File: config.mk
export PLATFORM = sky130hd
export DESIGN_NAME = pad_input_debouncer
export DESIGN_NICKNAME = d
export VERILOG_FILES = /design/src/rtl/pad_input_pkg.sv /design/src/rtl/pad_sync.sv /design/src/rtl/pad_input_debouncer.sv
export SDC_FILE = /design/constraint.sdc
export NUM_CORES = 1
export LEC_CHECK = 0
export CAP_MARGIN = 30
export CELL_PAD_IN_SITES_DETAIL_PLACEMENT = 0
export CELL_PAD_IN_SITES_GLOBAL_PLACEMENT = 1
export CORE_MARGIN = 2
export CORE_UTILIZATION = 44
export DETAILED_ROUTE_END_ITERATION = 7
export PLACE_DENSITY_LB_ADDON = 0.1
export SLEW_MARGIN = 40
export SYNTH_ARGS = -nofsm -noshare
export SYNTH_HDL_FRONTEND = slang
export SYNTH_SLANG_ARGS = --single-unit
File: constraint.sdc
create_clock -name clk -period 2.1 [get_ports clk]
set_clock_uncertainty 0.1 [all_clocks]
set_input_delay 0.42 -clock clk [delete_from_list [all_inputs] [get_ports clk]]
set_output_delay 0.42 -clock clk [all_outputs]
set_load 0.03 [all_outputs]
File: src/rtl/pad_input_pkg.sv
// Shared types and constants for the pulled-up pad input debouncer family.
package pad_input_pkg;

  typedef enum logic [1:0] {
    RELEASED,
    PRESS_WAIT,
    PRESSED,
    RELEASE_WAIT
  } deb_state_t;

  // Stable cycles needed before a change is accepted (5 ms at 50 MHz).
  localparam int DEFAULT_DEBOUNCE_CYCLES = 250000;

endpackage

File: src/rtl/pad_sync.sv
// Multi-flop synchroniser for an asynchronous pad level; reset loads the pad's idle value.
module pad_sync #(
  parameter int   SYNC_STAGES = 2,
  parameter logic RESET_VALUE = 1'b1
) (
  input  logic clk,
  input  logic reset,
  input  logic d,
  output logic q
);

  logic [SYNC_STAGES-1:0] chain;

  always_ff @(posedge clk) begin
    if (reset) begin
      chain <= {SYNC_STAGES{RESET_VALUE}};
    end else begin
      chain <= {chain[SYNC_STAGES-2:0], d};
    end
  end

  assign q = chain[SYNC_STAGES-1];

endmodule

File: src/rtl/pad_input_debouncer.sv
// Synchronises and debounces a raw pad, producing a clean level plus press/release pulses.
module pad_input_debouncer
  import pad_input_pkg::*;
#(
  parameter int SYNC_STAGES     = 2,
  parameter int DEBOUNCE_CYCLES = DEFAULT_DEBOUNCE_CYCLES,
  parameter bit ACTIVE_LOW      = 1'b1
) (
  input  logic clk,
  input  logic reset,
  input  logic pad_i,
  output logic level_o,
  output logic pressed_o,
  output logic released_o,
  output logic busy_o
);

  localparam int CNT_W = $clog2(DEBOUNCE_CYCLES);
  localparam logic [CNT_W-1:0] CNT_LAST = CNT_W'(DEBOUNCE_CYCLES - 1);

  deb_state_t       state, next_state;
  logic [CNT_W-1:0] cnt, next_cnt;
  logic             sync_q;
  logic             raw_act;
  logic             level_d, pressed_d, released_d, busy_d;

  // The idle pad value equals ACTIVE_LOW, so reset never looks like a press.
  pad_sync #(
    .SYNC_STAGES (SYNC_STAGES),
    .RESET_VALUE (ACTIVE_LOW)
  ) u_sync (
    .clk   (clk),
    .reset (reset),
    .d     (pad_i),
    .q     (sync_q)
  );

  assign raw_act = sync_q ^ ACTIVE_LOW;

  always_ff @(posedge clk) begin
    if (reset) begin
      state      <= RELEASED;
      cnt        <= '0;
      level_o    <= 1'b0;
      pressed_o  <= 1'b0;
      released_o <= 1'b0;
      busy_o     <= 1'b0;
    end else begin
      state      <= next_state;
      cnt        <= next_cnt;
      level_o    <= level_d;
      pressed_o  <= pressed_d;
      released_o <= released_d;
      busy_o     <= busy_d;
    end
  end

  always_comb begin
    next_state = state;
    next_cnt   = cnt;
    case (state)
      RELEASED: begin
        if (raw_act) begin
          next_state = PRESS_WAIT;
          next_cnt   = '0;
        end
      end
      PRESS_WAIT: begin
        if (!raw_act)             next_state = RELEASED;
        else if (cnt == CNT_LAST) next_state = PRESSED;
        else                      next_cnt   = cnt + 1'b1;
      end
      PRESSED: begin
        if (!raw_act) begin
          next_state = RELEASE_WAIT;
          next_cnt   = '0;
        end
      end
      RELEASE_WAIT: begin
        if (raw_act)              next_state = PRESSED;
        else if (cnt == CNT_LAST) next_state = RELEASED;
        else                      next_cnt   = cnt + 1'b1;
      end
      default: begin
        next_state = RELEASED;
        next_cnt   = '0;
      end
    endcase
  end

  // Outputs are decoded from the upcoming state so they line up with it once registered.
  always_comb begin
    level_d    = (next_state == PRESSED) || (next_state == RELEASE_WAIT);
    busy_d     = (next_state == PRESS_WAIT) || (next_state == RELEASE_WAIT);
    pressed_d  = (state == PRESS_WAIT) && (next_state == PRESSED);
    released_d = (state == RELEASE_WAIT) && (next_state == RELEASED);
  end

endmodule
==> results.md, run 1 <==
* 1st-iter DRT viols at 24
* Most frequent cells in the layout: 25 x dfxtp_1, 15 x a21oi_1, 11 x nand2_1, 10 x o21ai_0
* Worst skew pair latency at 310 ps
* Buf/Inv on CP at 1
* DRC violations left at 0
* Postcts setup bufs at 0
* Sw Ratio at 22.0%
* Mean area per synthesized cell at 9.16 um2
* RSZ-0062 raised after global routing: false
* Cell taking the most area after synthesis: dfxtp_1
* Fraction of registers with async set/reset at 0%
* Nets at 145
* Core area at 2480 um2
* Worst EP required at 2230 ps
* Delay-heaviest family, CP: simple AND/OR/NAND/NOR gates
* TritonRoute pass-1 iters at 4
* Gpl congestion at 0.809
* Hold_buf cts at 0
* Final worst path period need at 1950 ps
* Worst reg-to-reg path cell count at 5
* Routed wire per std cell at 13.8 um
* Vias/cell at 5.72
* M1 WL at 1230 um
* Share of cells above drive strength 1 at 15.0%
* Largest vdd supply drop at 0.345 mV
* Final WL at 2350 um
* # H-tree levels at 1
* Min-delay worst type: flip-flop to flip-flop
* CTS Buf Count at 3
* Worst-path clk slew at 130 ps
* Net count after synthesis at 130
* N_diodes at 0
* Crit Path Class: flip-flop to flip-flop
* Sequential-to-total area share from yosys stat at 43.4%
* Top Metal Used: met4
* Final ANT Viol Nets at 0
* Hold path startpoint: u_sync.chain[0]
* Critical register-to-register path endpoint: state[1]
* Die height at 55.2 um
* Period utilization at 92.8%
* Mapped Cells at 126
* TritonCTS clock tree: built
* PwrDens at 551 nW/um2
* Clock root cell: clkbuf_4
* CP arrival at 2080 ps
* Hold Path Sink: u_sync.chain[1]
* Actual slew at the worst max-slew pin at 625 ps
* CP startpoint kind: flip-flop
* Vias in the first global route at 904
* CP max-delay cell: or4b_4
* Reg power frac at 66.2%
* RR Startpoint: cnt[8]
* EDFF count, synth at 0
* Ports at 7
* Top cell type's share of synthesized area at 43.4%
* CTS Sinks at 25
* Post-Synthesis Cell Area at 1150 um2
* Final hold violation count at 0
* Yosys warnings at 0
* Initial antenna violation count at 0
* Number of synthesized register bits at 25
* Largest stage delay, worst path at 560 ps
* CTS Buffer Depth at 2
* Die footprint at 3050 um2
* R2R Setup Slk at 150 ps
* Largest net degree at the start of global routing at 14
* Die Span X at 55.2 um
* Synth cell types at 40
* Largest cells by area after synthesis: dfxtp_1 43%, a21oi_1 6.5%, o21ai_0 4.3%, or3_1 4.3%, nand2_1 3.6%
* Status: complete, no violations
* Max cap viols at 0
* Psw at 160 uW
* Met2 routed WL at 1020 um
* Routed wl met3 at 78 um
* Vias at 972
* Slew Limit Fails at 0
* Setup TNS at 0 ps
* Total track usage at 16.5%
* Rel. slew slack at 58.0%
* First-pass GRT wire length at 4190 um
* Clock power share at 29.6%
* Critical path endpoint category: flip-flop
* Int Pwr at 565 uW
* PostCTS Resize Cnt at 0
* Finished Layout Cells at 170
* Pleak at 0.000448 uW
* DP Cell Count at 166
* Max Clk Rate at 513 MHz
* Worst hold stages at 1
* Critical Path, Cell by Cell: or4b_4 > nor4_4 > buf_4 > a21oi_2 > a311oi_2
* Setup Viol. Count Final at 0
* Most common cell after layout, fill and taps aside: dfxtp_1
* Logic pwr share at 4.3%
* Final core utilization at 53.1%
* Dpl hpwl at 1720 um
* Row cnt at 18
* Top FF cell, synth: dfxtp_1
* Area grow syn2layout at 14.1%
* IO buf count at 6
* Total congestion overflow at 0
* Worst path depth at 5
* Initial core utilization at 46.6%
* Crit Path Max Fanout at 12
==> cell type report <==
type / count / area [um2]
repair buffers: 14 / 123
clock buffers: 4 / 26.3
inverters: 3 / 11.3
well taps: 30 / 37.5
flip-flops and latches: 25 / 500
fillers: 238 / 1160
multi-input cells: 94 / 618
==> power by group through the flow <==
| stage | Clock, uW | Sequential [uW] | Combinational, uW |
|---|---|---|---|
| 2_1_floorplan | 0 | 490 | 16.2 |
| 3_5_place_dp | 0 | 490 | 30.8 |
| 5_1_grt | 234 | 480 | 33.9 |
| 6_report | 215 | 479 | 30.8 |
| 3_3_place_gp | 0 | 490 | 30.7 |
| 4_1_cts | 224 | 480 | 31.0 |
==> synth_stat cells (3+ instances only) <==
cell type and count:
dfxtp_1 25, a21oi_1 15, nand2_1 11, o21ai_0 10, or3_1 8, nand3_1 5, nand4_1 5, inv_1 3
o31ai_1 3
==> cells by family (layout without fill, tap and decap cells) <==
logic type,count (synthesis),count (layout),synth area share (%)
AO/OA/AOI/OAI,35,35,18.8
buffers and inverters,7,21,3.04
adder cells (fa/ha/maj),1,1,1.08
AND/OR/NAND/NOR,53,53,29.1
XOR/XNOR,3,3,2.93
multiplexers,2,2,1.74
flip-flops,25,25,43.4
==> how the worst max path moves through the flow <==
stage | endpoint | slack [ps] | from
after floorplan | cnt[17] | 190 | state[1]
after global placement | state[1] | 230 | cnt[8]
after detailed placement | state[1] | 200 | cnt[8]
after CTS | level_o | 40 | state[1]
after global routing | cnt[16] | 20 | cnt[0]
final | state[1] | 150 | cnt[8]
==> metal layers <==
layer | up-vias | GRT usage (%)
met5 | - | 0
met4 | 0 | 4.18
met3 | 2 | 2.34
met2 | 14 | 24.8
met1 | 452 | 24.6
li1 | 504 | -
==> sequential cells by signal, indices dropped and copies added (netlist names) <==
name / cells
state: 2
cnt: 18
u_sync.chain: 2
pressed_o: 1
released_o: 1
busy_o: 1
==> stage by stage <==
stage,total power [uW],hold slack (ps),setup WS (ps),instance area (um2)
after floorplan,507,289,189,1150
after global placement,521,293,234,1290
after detailed placement,521,301,200,1290
after CTS,735,333,43.6,1310
after global routing,748,338,19.8,1320
final,725,327,151,1320
==> worst reg2reg max path, stage by stage (launching register included) <==
cell and delay (ps):
dfxtp_1 380, or4b_4 560, nor4_4 290, buf_4 220, a21oi_2 80, a311oi_2 240
Power figures use the tool's default switching activity.
==> inputs of run 2 (changes only) <==
--- a/config.mk
+++ b/config.mk
@@ -5,11 +5,11 @@
 export SDC_FILE = /design/constraint.sdc
 export NUM_CORES = 1
 export LEC_CHECK = 0
-export CAP_MARGIN = 30
+export CAP_MARGIN = 20
 export CELL_PAD_IN_SITES_DETAIL_PLACEMENT = 0
 export CELL_PAD_IN_SITES_GLOBAL_PLACEMENT = 1
 export CORE_MARGIN = 2
-export CORE_UTILIZATION = 44
+export CORE_UTILIZATION = 25
 export DETAILED_ROUTE_END_ITERATION = 7
 export PLACE_DENSITY_LB_ADDON = 0.1
 export SLEW_MARGIN = 40
==> run 2 against run 1 <==
Against the previous run:
- worst setup slack better by 9.4 ps
- global-route usage down 6.3 points
- highest routed layer unchanged
- critical path type unchanged
- routed wire length grew 6.1%
- die area up 70%
- sequential share of layout area shrank 1.5 points
- combinational power rose by 6.8%
- utilization shrank 22 points
==> results.md, run 2 (synthesis results as in run 1) <==
* Hold_buf cts at 0 (unchanged)
* CP max-delay cell: or4bb_1
* Most frequent cells in the layout: 25 x dfxtp_1, 15 x a21oi_1, 11 x nand2_1, 10 x o21ai_0, 8 x or3_1
* Setup Viol. Count Final at 0 (unchanged)
* N_diodes at 0 (unchanged)
* Dpl hpwl at 1790 um (+4.0%)
* Total track usage at 10.2% (-6.3 points)
* Placed Area at 1310 um2 (+1.6%)
* Gpl congestion at 0.671 (-17%)
* Routed wire per std cell at 13.0 um (-5.5%)
* TritonRoute pass-1 iters at 4 (unchanged)
* Final worst path period need at 1940 ps (-9.39 ps)
* Fin area at 1370 um2 (+4.1%)
* # H-tree levels at 1 (unchanged)
* Pleak at 0.000450 uW (+0.35%)
* IO buf count at 6 (unchanged)
* Die footprint at 5170 um2 (+70%)
* Final ANT Viol Nets at 0 (unchanged)
* Area grow syn2layout at 18.8%
* Largest stage delay, worst path at 550 ps (about the same)
* Register area at 500 um2 (unchanged)
* Nets at 144 (-0.69%)
* TritonCTS clock tree: built
* Pre-CTS setup slack at 165 ps (-35.5 ps)
* Setup TNS at 0 ps (unchanged)
* Share of cells above drive strength 1 at 15.1% (+0.11 points)
* Top reg by flops: cnt
* CP startpoint kind: flip-flop
* Critical Path, Cell by Cell: or4bb_1 > nor4_4 > buf_4 > a21oi_2 > a311oi_2
* Vias/cell at 4.93 (-14%)
* Critical path endpoint category: flip-flop
* Max Clk Rate at 515 MHz (+0.48%)
* Final worst slack at 160 ps (+9.39 ps)
* Most common cell after layout, fill and taps aside: dfxtp_1
* Final core utilization at 31.0% (-22 points)
* Status: complete, no violations
* CTS Buf Count at 3 (unchanged)
* Total congestion overflow at 0 (unchanged)
* Row cnt at 24 (+6)
* Ports at 7 (unchanged)
* Largest vdd supply drop at 0.343 mV (-0.37%)
* Min-delay worst type: flip-flop to flip-flop
* Worst skew pair latency at 270 ps (-40 ps)
* Initial core utilization at 26.1% (-20 points)
* Delay-heaviest family, CP: simple AND/OR/NAND/NOR gates
* Max cap viols at 0 (unchanged)
* Crit Path Class: flip-flop to flip-flop
* RSZ-0062 raised after global routing: false
* Total power at 809 uW (+12%)
* Period utilization at 92.4% (-0.45 points)
* Initial antenna violation count at 0 (unchanged)
* Area occupied by multi-input gates at 629 um2 (+1.8%)
* Worst EP required at 2200 ps (-30 ps)
* First-pass GRT wire length at 4120 um (-1.6%)
* Largest net degree at the start of global routing at 16 (+2)
* Die Span X at 71.9 um (+30%)
* Final hold violation count at 0 (unchanged)
* Fill count at 457 (+92%)
* Clock root cell: clkbuf_8
* Buf/Inv on CP at 1 (unchanged)
* Max reg flops at 18 (unchanged)
* Actual slew at the worst max-slew pin at 567 ps (-57.7 ps)
* Vias at 942 (-3.1%)
* Crit Path Max Fanout at 12 (unchanged)
* Worst-path clk slew at 100 ps (-30 ps)
* Die height at 71.9 um (+30%)
* CTS Buffer Depth at 2 (unchanged)
* Final WL at 2490 um (+6.1%)
* Core area at 4410 um2 (+78%)
* Vias in the first global route at 870 (-3.8%)
* Top Registers: cnt: 18 flops, state: 2 flops, u_sync.chain: 2 flops
* PwrDens at 591 nW/um2 (+7.3%)
* Slew Limit Fails at 0 (unchanged)
* CTS Sinks at 25 (unchanged)
* DRC violations left at 0 (unchanged)
* Rel. slew slack at 61.9% (+3.9 points)
* CP arrival at 2040 ps (-40 ps)
* 1st-iter DRT viols at 28 (+17%)
[run 2: cell count changes in the layout (fill, tap and decap cells not counted)]
cell / before / now
clkinvlp_4: 0 / 1
clkbuf_8: 0 / 3
clkbuf_4: 3 / 0
xnor2_4: 0 / 1
buf_4: 8 / 7
xnor2_2: 1 / 0
clkbuf_1: 1 / 0
[run 2: final timing paths]
kind                            slack (ps)               to  cells after the start             from
worst max-delay path                   160         state[1]                      5          cnt[12]
worst max register to register         160         state[1]                      5          cnt[12]
worst min-delay path                   320  u_sync.chain[1]                      1  u_sync.chain[0]
worst min register to register         320  u_sync.chain[1]                      1  u_sync.chain[0]
[run 2: layout make-up]
type	count	area share [%]
Clock buffer	3	3.01
Clock inverter	1	0.548
Inverter	3	0.822
Multi-Input combinational cell	94	45.9
Sequential cell	25	36.5
Tap cell	52	4.75
Timing Repair Buffer	13	8.40
[run 2: power breakdown]
| group | leakage (uW) | internal [uW] | total, uW | switching [uW] |
|---|---|---|---|---|
| combinational | 0.000226 | 15.0 | 32.9 | 17.9 |
| clock | 0.0000217 | 135 | 297 | 163 |
| sequential | 0.000202 | 477 | 479 | 2.60 |
[run 2: through the flow]
| stage | hold WS (ps) | instances |
|---|---|---|
| after global placement | 295 | 187 |
| after detailed placement | 299 | 187 |
| after CTS | 324 | 191 |
| after floorplan | 289 | 126 |
| after global routing | 342 | 191 |
| final | 320 | 191 |
[run 2: what timing repair did]
item	4_1_cts	5_1_grt
endpoints found under the setup margin	0	2
resized for setup	0	2
buffers inserted	0	0
[run 2: routing by layer]
layer	up-vias	track usage (%)	wire length, um
li1	498	-	-
met1	436	14.3	1350
met2	6	14.9	1060
met3	2	3.33	56
met4	0	3.14	26
met5	-	0	0
==> inputs of run 3 (changes only) <==
--- a/config.mk
+++ b/config.mk
@@ -5,6 +5,7 @@
 export SDC_FILE = /design/constraint.sdc
 export NUM_CORES = 1
 export LEC_CHECK = 0
+export ABC_CLOCK_PERIOD_IN_PS = 2100
 export CAP_MARGIN = 20
 export CELL_PAD_IN_SITES_DETAIL_PLACEMENT = 0
 export CELL_PAD_IN_SITES_GLOBAL_PLACEMENT = 1
==> results of run 3 <==
No change in the layout: final DEF, timing and power equal those of run 2.
